<file path="config.mk">
export PLATFORM = sky130hd
export DESIGN_NAME = mem_wb_stage_flat
export DESIGN_NICKNAME = d
export VERILOG_FILES = /design/src/rtl/mem_wb_stage_if.sv /design/src/rtl/mem_wb_stage.sv /design/src/flat_wrapper.sv
export SDC_FILE = /design/constraint.sdc
export NUM_CORES = 1
export LEC_CHECK = 0
export ABC_AREA = 1
export BUFFER_PORTS_ARGS = -buffer_cell sky130_fd_sc_hd__buf_2
export CORE_ASPECT_RATIO = 0.5
export CORE_MARGIN = 3
export CORE_UTILIZATION = 40
export CTS_CLUSTER_SIZE = 30
export DETAILED_ROUTE_END_ITERATION = 10
export PLACE_DENSITY = 0.61
export SLEW_MARGIN = 10
export SYNTH_ARGS = -nofsm -noshare
export SYNTH_HDL_FRONTEND = slang
export SYNTH_SLANG_ARGS = --single-unit
</file>
<file path="constraint.sdc">
create_clock -name clk -period 3.1 [get_ports clk]
set_input_delay 0 -clock clk [delete_from_list [all_inputs] [get_ports clk]]
set_output_delay 0 -clock clk [all_outputs]
set_load 0.05 [all_outputs]
</file>
<file path="src/rtl/mem_wb_stage_if.sv">
// MEM/WB stage bus: MEM-stage results and pipeline control in, register-file
// write port, forwarding tap and retire counter out.
interface mem_wb_stage_if #(
    parameter int CNT_W = 32
);
    logic             stall_i;
    logic             flush_i;
    logic             mem_valid;
    logic             mem_regwr;
    logic [4:0]       mem_rw;
    logic [1:0]       mem_wbsel;
    logic [2:0]       mem_ldtype;
    logic [31:0]      mem_alu_res;
    logic [31:0]      mem_rdata;
    logic [31:0]      mem_pc;

    logic             reg_fileWr;
    logic [4:0]       Rw;
    logic [31:0]      busW;
    logic             wb_valid;
    logic             fwd_en;
    logic [4:0]       fwd_rw;
    logic [31:0]      fwd_data;
    logic [CNT_W-1:0] retire_cnt;

    modport master (
        output stall_i, flush_i, mem_valid, mem_regwr, mem_rw, mem_wbsel,
               mem_ldtype, mem_alu_res, mem_rdata, mem_pc,
        input  reg_fileWr, Rw, busW, wb_valid, fwd_en, fwd_rw, fwd_data,
               retire_cnt
    );

    modport slave (
        input  stall_i, flush_i, mem_valid, mem_regwr, mem_rw, mem_wbsel,
               mem_ldtype, mem_alu_res, mem_rdata, mem_pc,
        output reg_fileWr, Rw, busW, wb_valid, fwd_en, fwd_rw, fwd_data,
               retire_cnt
    );
endinterface

</file>
<file path="src/rtl/mem_wb_stage.sv">
// MEM/WB pipeline register and write-back: load alignment, write-back source
// select, register-file write port, WB forwarding tap and retire counter.
module mem_wb_stage #(
    parameter logic [31:0] LINK_OFS = 32'd4,
    parameter int          CNT_W    = 32
) (
    input  logic          clk,
    input  logic          rst_n,
    mem_wb_stage_if.slave bus
);
    typedef enum logic [1:0] {
        WB_ALU  = 2'd0,
        WB_MEM  = 2'd1,
        WB_LINK = 2'd2,
        WB_RSVD = 2'd3
    } wbsel_e;

    typedef enum logic [2:0] {
        LD_W  = 3'd0,
        LD_B  = 3'd1,
        LD_BU = 3'd2,
        LD_H  = 3'd3,
        LD_HU = 3'd4
    } ldtype_e;

    logic             valid_q;
    logic             regwr_q;
    logic             written_q;
    logic [4:0]       rw_q;
    logic [1:0]       wbsel_q;
    logic [2:0]       ldtype_q;
    logic [31:0]      alu_q;
    logic [31:0]      rdata_q;
    logic [31:0]      pc_q;
    logic [CNT_W-1:0] cnt_q;

    logic [31:0]      byte_word;
    logic [7:0]       ld_byte;
    logic [15:0]      ld_half;
    logic [31:0]      ld_data;
    logic [31:0]      link_sum;
    logic [31:0]      wb_data;
    logic             wr_en;

    always_ff @(posedge clk or negedge rst_n) begin
        if (!rst_n) begin
            valid_q   <= 1'b0;
            regwr_q   <= 1'b0;
            written_q <= 1'b0;
            rw_q      <= '0;
            wbsel_q   <= '0;
            ldtype_q  <= '0;
            alu_q     <= '0;
            rdata_q   <= '0;
            pc_q      <= '0;
        end else if (bus.flush_i) begin
            valid_q   <= 1'b0;
            regwr_q   <= 1'b0;
            written_q <= 1'b0;
            rw_q      <= '0;
            wbsel_q   <= '0;
            ldtype_q  <= '0;
            alu_q     <= '0;
            rdata_q   <= '0;
            pc_q      <= '0;
        end else if (bus.stall_i) begin
            // Held entry already had its one WB cycle; block repeat write/retire.
            written_q <= written_q | valid_q;
        end else begin
            valid_q   <= bus.mem_valid;
            regwr_q   <= bus.mem_regwr;
            written_q <= 1'b0;
            rw_q      <= bus.mem_rw;
            wbsel_q   <= bus.mem_wbsel;
            ldtype_q  <= bus.mem_ldtype;
            alu_q     <= bus.mem_alu_res;
            rdata_q   <= bus.mem_rdata;
            pc_q      <= bus.mem_pc;
        end
    end

    always_ff @(posedge clk or negedge rst_n) begin
        if (!rst_n) begin
            cnt_q <= '0;
        end else if (valid_q && !written_q) begin
            cnt_q <= cnt_q + CNT_W'(1);
        end
    end

    always_comb begin
        byte_word = rdata_q >> {alu_q[1:0], 3'b000};
        ld_byte   = byte_word[7:0];
        ld_half   = alu_q[1] ? rdata_q[31:16] : rdata_q[15:0];
        ld_data   = rdata_q;
        case (ldtype_q)
            LD_B:    ld_data = {{24{ld_byte[7]}}, ld_byte};
            LD_BU:   ld_data = {24'h0, ld_byte};
            LD_H:    ld_data = {{16{ld_half[15]}}, ld_half};
            LD_HU:   ld_data = {16'h0, ld_half};
            default: ld_data = rdata_q;
        endcase
    end

    always_comb begin
        // Link value is a word address; the register file rescales r31 by 4.
        link_sum = pc_q + LINK_OFS;
        wb_data  = alu_q;
        case (wbsel_q)
            WB_MEM:  wb_data = ld_data;
            WB_LINK: wb_data = {2'b00, link_sum[31:2]};
            default: wb_data = alu_q;
        endcase
        wr_en = valid_q & regwr_q & (rw_q != 5'd0) & ~written_q;
    end

    assign bus.reg_fileWr = wr_en;
    assign bus.Rw         = rw_q;
    assign bus.busW       = wb_data;
    assign bus.wb_valid   = valid_q;
    assign bus.fwd_en     = wr_en;
    assign bus.fwd_rw     = rw_q;
    assign bus.fwd_data   = wb_data;
    assign bus.retire_cnt = cnt_q;
endmodule

</file>
<file path="src/flat_wrapper.sv">
// flat-port wrapper written by rule: the top's interface ports become plain ports
module mem_wb_stage_flat 
#(
    parameter logic [31:0] LINK_OFS = 32'd4,
    parameter int          CNT_W    = 32
)
  (clk, rst_n, bus_stall_i, bus_flush_i, bus_mem_valid, bus_mem_regwr, bus_mem_rw, bus_mem_wbsel, bus_mem_ldtype, bus_mem_alu_res, bus_mem_rdata, bus_mem_pc, bus_reg_fileWr, bus_Rw, bus_busW, bus_wb_valid, bus_fwd_en, bus_fwd_rw, bus_fwd_data, bus_retire_cnt);
  mem_wb_stage_if #(.CNT_W(CNT_W)) bus_i ();
  input  logic clk;
  input  logic rst_n;
  input wire logic [$bits(bus_i.stall_i)-1:0] bus_stall_i;
  input wire logic [$bits(bus_i.flush_i)-1:0] bus_flush_i;
  input wire logic [$bits(bus_i.mem_valid)-1:0] bus_mem_valid;
  input wire logic [$bits(bus_i.mem_regwr)-1:0] bus_mem_regwr;
  input wire logic [$bits(bus_i.mem_rw)-1:0] bus_mem_rw;
  input wire logic [$bits(bus_i.mem_wbsel)-1:0] bus_mem_wbsel;
  input wire logic [$bits(bus_i.mem_ldtype)-1:0] bus_mem_ldtype;
  input wire logic [$bits(bus_i.mem_alu_res)-1:0] bus_mem_alu_res;
  input wire logic [$bits(bus_i.mem_rdata)-1:0] bus_mem_rdata;
  input wire logic [$bits(bus_i.mem_pc)-1:0] bus_mem_pc;
  output wire logic [$bits(bus_i.reg_fileWr)-1:0] bus_reg_fileWr;
  output wire logic [$bits(bus_i.Rw)-1:0] bus_Rw;
  output wire logic [$bits(bus_i.busW)-1:0] bus_busW;
  output wire logic [$bits(bus_i.wb_valid)-1:0] bus_wb_valid;
  output wire logic [$bits(bus_i.fwd_en)-1:0] bus_fwd_en;
  output wire logic [$bits(bus_i.fwd_rw)-1:0] bus_fwd_rw;
  output wire logic [$bits(bus_i.fwd_data)-1:0] bus_fwd_data;
  output wire logic [$bits(bus_i.retire_cnt)-1:0] bus_retire_cnt;
  assign bus_i.stall_i = bus_stall_i;
  assign bus_i.flush_i = bus_flush_i;
  assign bus_i.mem_valid = bus_mem_valid;
  assign bus_i.mem_regwr = bus_mem_regwr;
  assign bus_i.mem_rw = bus_mem_rw;
  assign bus_i.mem_wbsel = bus_mem_wbsel;
  assign bus_i.mem_ldtype = bus_mem_ldtype;
  assign bus_i.mem_alu_res = bus_mem_alu_res;
  assign bus_i.mem_rdata = bus_mem_rdata;
  assign bus_i.mem_pc = bus_mem_pc;
  assign bus_reg_fileWr = bus_i.reg_fileWr;
  assign bus_Rw = bus_i.Rw;
  assign bus_busW = bus_i.busW;
  assign bus_wb_valid = bus_i.wb_valid;
  assign bus_fwd_en = bus_i.fwd_en;
  assign bus_fwd_rw = bus_i.fwd_rw;
  assign bus_fwd_data = bus_i.fwd_data;
  assign bus_retire_cnt = bus_i.retire_cnt;
  mem_wb_stage #(.LINK_OFS(LINK_OFS), .CNT_W(CNT_W)) u_core (.clk(clk), .rst_n(rst_n), .bus(bus_i));
endmodule
</file>
Yosys cells after proc, flatten, opt, wreduce, memory -nomap -nowiden
Cells that the tools add are included.
{ "op_classes": {"add_sub_neg": 2, "mul": 0, "div": 0, "magnitude_cmp": 0, "eq_ne": 7, "n_shift": 1, "mux": 21, "n_bitwise": 5, "reduce_logical": 3} }
{ "op_table": {"columns": ["op", "n"], "rows": [
  ["2-to-1 mux 32 bit", 6],
  ["case mux 32 bit (4 select lines)", 1],
  ["case mux 32 bit (2 select lines)", 1],
  ["adder 32 x 1 -> 32 bit, second input constant", 1],
  ["adder 32 x 3 -> 32 bit, second input constant", 1],
  [">> shifter 32 x 5 -> 8 bit", 1],
  ["2-to-1 mux 16 bit", 1],
  ["2-to-1 mux 5 bit", 2],
  ["== test 3 x 2 -> 1 bit, second input constant", 2],
  ["2-to-1 mux 1 bit", 6],
  ["2-to-1 mux 3 bit", 2],
  ["nonzero test 5 bit", 1],
  ["2-to-1 mux 2 bit", 2],
  ["bitwise AND 1 bit", 3],
  ["== test 3 x 1 -> 1 bit, second input constant", 1],
  ["== test 3 bit, second input constant", 1],
  ["== test 2 x 1 -> 1 bit, second input constant", 1],
  ["== test 2 bit, second input constant", 1],
  ["!= test 2 x 1 -> 1 bit, second input constant", 1],
  ["logical AND 1 bit", 1],
  ["zero test 1 bit", 1],
  ["inverter 1 bit", 1],
  ["bitwise OR 1 bit", 1]
]} }
{ "word_totals": {"reg_bits": 141, "latchBits": 0, "mem_bits_rw": 0, "rom_bits": 0, "input_bits": 112, "out_inout_bits": 109, "word_cells": 49, "n_memories": 0} }

Depth between registers and ports, before layout
Gate-level depths: netlist of the first run.
{ "logic_depth": {"depth_word": 3, "depth_mapped": 13, "ltp_nobuf": 11} }

Worst setup path after synthesis of the first run
No wires, ideal clock.
{ "synth_timing": {"path_kind": "reg-to-output", "startpoint": "reg u_core.ldtype_q[2]", "endpoint": "out bus_fwd_data[9]", "t_arrival_ps": 2338, "required_ps": 3100, "path_slack_ps": 762, "stages_incl_launch_ff": 10, "path_buffers": 2, "cell_sequence": "dfrtp_1 inv_1 nand3_1 nand2_4 nor2_8 buf_8 a21oi_1 nand2_1 a21oi_1 buf_4"} }
{ "synth_via": {"elab_chain_len": 3, "word_cells_on_any_way": 6, "cone_classes": "eq/ne: 4; mux: 2"} }
{ "synth_rtl": {"columns": ["item", "line_no", "source"], "rows": [
  ["from (decl)", "mem_wb_stage.sv:31", "logic [2:0] ldtype_q;"],
  ["from (signal assigned)", "mem_wb_stage.sv:75", "ldtype_q <= bus.mem_ldtype;"],
  ["== test 3 bit, or another cell as far along", "mem_wb_stage.sv:95", "case (ldtype_q)"],
  ["case mux 32 bit (4 select lines) (*)", "mem_wb_stage.sv:95", null],
  ["case mux 32 bit (2 select lines) (*)", "mem_wb_stage.sv:108", "case (wbsel_q)"],
  ["to (decl)", "flat_wrapper.sv:27", "output wire logic [$bits(bus_i.fwd_data)-1:0] bus_fwd_data;"]
]} }
Every way passes the cells marked *; elsewhere a longest branch is shown, timed or not.

Worst setup path in the final report of the first run
{ "layout_timing": {"startpoint": "reg u_core.pc_q[3]", "endpoint": "out bus_busW[18]"} }
{ "layout_via": {"elab_chain_len": 2} }
{ "layout_rtl": {"columns": ["item", "line_no", "source"], "rows": [
  ["from (decl)", "mem_wb_stage.sv:34", "logic [31:0] pc_q;"],
  ["from (signal assigned)", "mem_wb_stage.sv:78", "pc_q <= bus.mem_pc;"],
  ["adder 32 x 3 -> 32 bit", "mem_wb_stage.sv:106", "link_sum = pc_q + LINK_OFS;"],
  ["case mux 32 bit (2 select lines)", "mem_wb_stage.sv:108", null],
  ["to (decl)", "flat_wrapper.sv:23", "output wire logic [$bits(bus_i.busW)-1:0] bus_busW;"]
]} }
No other way between the ends.

==> impl_metrics.yaml, run 1 <==
synth:
  cell_area_after_synthesis_um2: 8620
  synth_cell_type_count: 36
  synth_warnings: 0
  ys_async_sr_fraction_pct: 100
  synth_simple_gate_area_share_pct: 36.4
  synth_flop_cell: "dfrtp_1"
  post_synth.cell_area_avg_um2: 6.98
  synth_compound_gate_area_share_pct: 8.36
  seq_area_frac_synth_pct: 40.3
  synth_xor_xnor_area_share_pct: 2.54
  synth_enable_flop_cells: 0
  synthMuxAreaShare_pct: 0
  postSynthRegisterBits: 139
  synth.net_count: 1352
  postSynthCellCount: 1236
  synth-adder-area-share_pct: 0.580
  synth_top_family_by_area: "simple AND/OR/NAND/NOR gates"
critical_path:
  timing.critical_path.arrival_ns: 2.62
  setup.reg_to_reg.worst_slack_ns: 1.18
  master_of_the_slowest_instance_on_the_critical_path: "dfrtp_1"
  worstPathCellList: "ha_1 -> nand2_1 -> nor2_1 -> nand2_1 -> nor2_2 -> nand2_1 -> nand2_1 -> nand3_1 -> nand2_1 -> nand2_1 -> nand2_1 -> buf_2"
  startpoint_type: "register"
  timing.setup.critical_path_class: "register to output pin"
  critical_path.max_stage_delay_ns: 0.46
  cp.required_ns: 3.10
  crit_path_frequent_cell: "nand2_1"
  path_delay_family: "simple AND/OR/NAND/NOR gates"
  critPathBufInv: 1
  timing.critical_path.fanout_max: 6
  critical_path.endpoint_type: "output pin"
cells_and_area:
  post_route_cells_drive_above_1_share_pct: 19.3
  layout_common_cells: "nand2_1 (369), buf_2 (217), nand3_1 (207)"
  mostFrequentLayoutCell: "nand2_1"
  antenna-diode-count: 0
  nets: 1610
  stdcell_area_um2: 11300
  area_delta_synth_final_pct: 30.8
  fillCellCount: 2050
cts:
  clock_insertion_delay_worst_skew_ns: 0.43
  post_cts_buffers: 0
  tritoncts: "yes"
  cts-htree-levels: 4
  cts_num_sinks: 139
  cts_root_buffer: "clkbuf_16"
  cts_buffers: 17
  cts.reportedPaths.clkPinSlew_ns: 0.06
  clk_path_buf_depth: 2
power:
  power.ir.vdd_worst_mv: 0.426
  p_per_area_nw_per_um2: 519
  fin_total_pwr_mw: 5.85
  p_leak_nw: 5.70
detailed_routing:
  post_drt_wl_per_cell_um: 16.6
  detail-route-antenna-nets: 0
  drc: 0
  drtPass1Iterations: 5
  dr_total_vias: 8992
  post_drt_via_cell_ratio: 5.05
  drt_wl_total_um: 29600
  drt_iter0_drc: 944
run_status:
  outcome: "complete, no violations"
timing:
  clock.fmax_mhz: 382
  setup-tns-final_ns: 0
  final_period_minus_worst_setup_slack_ns: 2.62
  worst_pin_slew_ns: 0.773
  worst_slew_margin_rel_pct: 48.4
  min_period_over_period_pct: 84.4
  final-hold-violation-count: 0
  rsz_0062_raised_after_global_routing: "no"
  report.final.slew_viol_count: 0
  finalClockSkew_ns: 0.00476
  count_of_endpoints_failing_setup_in_the_final_report: 0
floorplan:
  core_area_um2: 20800
  die_area_um2: 23500
  io_pins: 221
  row_count: 37
  die_ht_um: 110
  die_w_um: 214
  initial_utilization_pct: 41.4
placed_design:
  detailedPlacementHpwl_um: 21300
  place_congestion: 0.925
  numPortBuffers: 218
  detailed_place.area_um2: 9600
grt:
  number_of_global_route_vias_before_repair: 8511
  grt_antenna_before_repair: 0
  grt_usage_pct: 25.4
  grt_start_max_net_pins: 106
  grt_overflow: 0
  wire_length_of_the_first_global_routing_pass_um: 46000
run:
  drv_cap: 0
hold_path:
  hold_path_class: "input port to async pin"
[sequential cells by signal (all words and copies together), names as in the netlist]
register	cells
u_core.alu_q	32
u_core.bus.retire_cnt	32
u_core.rdata_q	32
u_core.pc_q	30
u_core.bus.Rw	5
u_core.ldtype_q	3
u_core.wbsel_q	2
u_core.bus.wb_valid	1
u_core.regwr_q	1
u_core.written_q	1
[worst paths after layout]
kind                                           start  cells past startpoint                         to
min reg2reg                u_core.bus.retire_cnt[13]                      1  u_core.bus.retire_cnt[13]
min                                            rst_n                      2   u_core.bus.retire_cnt[2]
max reg2reg                      u_core.bus.wb_valid                      8  u_core.bus.retire_cnt[25]
max                                   u_core.pc_q[3]                     12               bus_busW[18]
max in group asynchronous                      rst_n                      3            u_core.pc_q[22]
min in group clk                         bus_stall_i                      4           u_core.alu_q[10]
[metal layers]
layer  global-route usage, %  vias to the layer above  wire length, um
met5                       0                        -                8
met4                    5.56                        2              391
met3                    5.64                       34             2090
met2                    41.3                      282            13800
met1                    34.9                     4224            13300
li1                        -                     4450                -
[synth_stat cells, types with 6 or more instances]
cell      number  area [um^2]
nand4_1       11         68.8
dfrtp_1      139         3480
inv_1        112          420
a21oi_1       30          150
nand2_2        6         37.5
nand3_1      207         1040
buf_1          7         26.3
xnor2_1        7         61.3
buf_2         17         85.1
o21ai_0      100          500
nor2_2         7         43.8
nor3_1        12         60.1
clkbuf_1      29          109
xor2_1        18          158
buf_4         39          293
nand2_1      370         1390
nor2_1        89          334
[per-stage QoR]
stage                     util [%]  hold WS [ns]  std cells  worst slack, ns
after floorplan                  -        -0.296       1236            0.762
after global placement        46.1      -0.00789       1641            0.956
after detailed placement      46.1      -0.00883       1641            0.965
after CTS                     54.1        0.0943       1779            0.484
after global routing          54.1         0.121       1779            0.271
final                         54.1        0.0812       1779            0.484
[kinds of logic (layout without fill, tap and decap cells)]
| family | after synthesis | in the layout |
|---|---|---|
| AOI/OAI and AO/OA | 139 | 139 |
| xor gates and xnor gates | 25 | 25 |
| adders and majority gates | 4 | 4 |
| buffers and inverters | 213 | 483 |
| DFF | 139 | 139 |
| and+or+nand+nor | 716 | 716 |
[timing repair]
item	in CTS	in global routing
gates resized for setup	0	0
hold endpoints to repair	208	0
hold buffers	107	0
[final cells by class]
cell class                      count  area, um^2  area share (%)
Timing Repair Buffer              336        2280            20.2
Clock inverter                     10         141            1.25
Inverter                          116         440            3.91
Multi-Input combinational cell    884        4140            36.7
Clock buffer                       21         460            4.08
Sequential cell                   139        3480            30.8
Tap cell                          273         342            3.03
[where the power goes]
part / internal [mW] / switching [mW] / leakage, nW
Sequential: 1.94 / 0.123 / 1.83
Combinational: 0.445 / 1.20 / 3.58
Clock: 1.31 / 0.830 / 0.290
Total: 3.69 / 2.15 / 5.70
Note: power is estimated with default switching activity, not from simulation.
==> inputs of run 2 (changes only) <==
clock period = 2.53 ns   (was 3.1 ns; I/O delays follow)
==> impl_metrics.yaml, run 2 (same netlist as run 1, synthesis figures left out) <==
detailed_routing:
  dr_total_vias: 9072
  post_drt_wl_per_cell_um: 17.0
  drc: 0
  detail-route-antenna-nets: 0
  drt_iter0_drc: 794
  post_drt_via_cell_ratio: 5.07
  drt_wl_total_um: 30300
  drtPass1Iterations: 5
critical_path:
  timing.critical_path.arrival_ns: 2.43
  critPathBufInv: 1
  crit_path_frequent_cell: "nand2_1"
  timing.critical_path.fanout_max: 19
  worstPathCellList: "nor2_2 -> nand2_2 -> nand2_4 -> nor2_8 -> nor2_2 -> nand2_1 -> nand2_1 -> nand2_1 -> a21oi_2 -> buf_2"
  critical_path.max_stage_delay_ns: 0.46
  path_delay_family: "simple AND/OR/NAND/NOR gates"
  critical_path.endpoint_type: "output pin"
  cp.required_ns: 2.53
  master_of_the_slowest_instance_on_the_critical_path: "dfrtp_1"
  timing.setup.critical_path_class: "register to output pin"
  startpoint_type: "register"
  setup.reg_to_reg.worst_slack_ns: 0.77
cells_and_area:
  regArea_um2: 3480
  fillCellCount: 2049
  finalNonFillerCells: 1789
  stdcell_area_um2: 11500
  area_delta_synth_final_pct: 33.5
  combined_area_of_the_multi_input_logic_cells_um2: 4200
  nets: 1619
  mostFrequentLayoutCell: "nand2_1"
  post-route-util_pct: 55.3
  layout_common_cells: "nand2_1 (367), buf_2 (208), nand3_1 (207)"
  antenna-diode-count: 0
  post_route_cells_drive_above_1_share_pct: 20.6
floorplan:
  core_area_um2: 20800
  die_w_um: 214
  die_ht_um: 110
  die_area_um2: 23500
  initial_utilization_pct: 41.4
  io_pins: 221
  row_count: 37
power:
  cellInternalPower_mw: 4.83
  p_per_area_nw_per_um2: 655
  power.ir.vdd_worst_mv: 0.453
  p_sw_mw: 2.70
  clock_power_share_pct: 39.1
  pwr-share-comb_pct: 27.4
  p_leak_nw: 5.79
  share_seq_of_total_power_pct: 33.5
  net_sw_share_pct: 35.9
timing:
  setup-tns-final_ns: 0
  rsz_0062_raised_after_global_routing: "yes"
  finalClockSkew_ns: 0.00493
  count_of_endpoints_failing_setup_in_the_final_report: 0
  worst_slew_margin_rel_pct: 58.9
  worst_pin_slew_ns: 0.616
  report.final.slew_viol_count: 0
  clock.fmax_mhz: 412
  post-route-worst-setup-slack_ns: 0.104
  final_period_minus_worst_setup_slack_ns: 2.43
  min_period_over_period_pct: 95.9
  final-hold-violation-count: 0
grt:
  wire_length_of_the_first_global_routing_pass_um: 46000
  grt_antenna_before_repair: 2
  grt_start_max_net_pins: 164
  grt_most_used_layer: "met2"
  groute.layer.met2.usage_pct: 40.8
  grt_use_met1_pct: 35.8
  grt_overflow: 0
  grt_usage_pct: 25.6
  grt_use_met3_pct: 5.22
  number_of_global_route_vias_before_repair: 8458
placed_design:
  detailedPlacementHpwl_um: 21600
  detailed_place.area_um2: 9630
  numPortBuffers: 218
  place_congestion: 0.921
  dp.cells: 1643
  placement.setup.worst_slack_ns: 0.441
hold_path:
  hold_path_class: "input port to register"
cts:
  cts.reportedPaths.clkPinSlew_ns: 0.07
  clock_insertion_delay_worst_skew_ns: 0.43
  cts_num_sinks: 139
  tritoncts: "yes"
  clk_path_buf_depth: 2
  cts_root_buffer: "clkbuf_16"
  cts_buffers: 17
  cts-htree-levels: 4
run:
  drv_cap: 0
run_status:
  outcome: "complete, no violations"
[run 2: cell count changes in the layout (fill, tap and decap cells not counted), moves of 3 or more]
cell	change
buf_4	+8
nor2_2	+5
bufinv_16	+3
buf_2	-9
clkbuf_4	+7
nor2_4	+4
nor2_1	-8
[run 2: tightest hold or removal path: stages]
cell	delay [ns]
buf_2	0.10
inv_4	0.18
nand2_1	0.11
o21ai_0	0.06
[run 2: path summary, 6_finish.rpt]
kind | startpoint | endpoint | cells past startpoint
setup / recovery | u_core.ldtype_q[1] | bus_busW[2] | 10
hold / removal | bus_flush_i | u_core.regwr_q | 4
setup reg to reg | u_core.bus.retire_cnt[0] | u_core.bus.retire_cnt[28] | 9
hold reg to reg | u_core.bus.retire_cnt[13] | u_core.bus.retire_cnt[13] | 1
max in group asynchronous | rst_n | u_core.alu_q[16] | 3
min in group asynchronous | rst_n | u_core.bus.retire_cnt[1] | 2
[run 2: stage by stage]
| stage | hold WS [ns] | total power, mW |
|---|---|---|
| finish | 0.0721 | 7.54 |
| global route | 0.108 | 7.85 |
| CTS | 0.0549 | 7.54 |
| detailed placement | 0.0229 | 4.45 |
| global placement | 0.0185 | 4.44 |
| floorplan | -0.296 | 3.99 |
[run 2: what timing repair did]
action,in CTS,in global routing
endpoints found under the setup margin,12,44
pin swaps,0,4
gates cloned,0,2
gates resized for setup,2,25
hold endpoints to repair,162,0
buffers inserted,0,5
hold buffers,107,0
[run 2: cell type report]
type	count	area share, %
inverter	116	3.83
clock inverter	13	2.08
sequential	139	30.2
tap	273	2.97
timing repair buffer	343	20.5
multi-input combinational	886	36.5
clock buffer	19	3.85
[run 2: power groups by stage]
stage | Clock (mW) | Combinational [mW] | Sequential (mW)
finish | 2.95 | 2.06 | 2.53
global route | 3.08 | 2.22 | 2.55
CTS | 2.99 | 2.02 | 2.52
floorplan | 0 | 1.32 | 2.67
global placement | 0 | 1.88 | 2.56
detailed placement | 0 | 1.89 | 2.56
[run 2: per-layer routing]
metal	vias to the layer above	routed length, um
met5	-	11
met4	2	437
met3	29	1820
met2	287	13800
met1	4277	14200
li1	4477	-
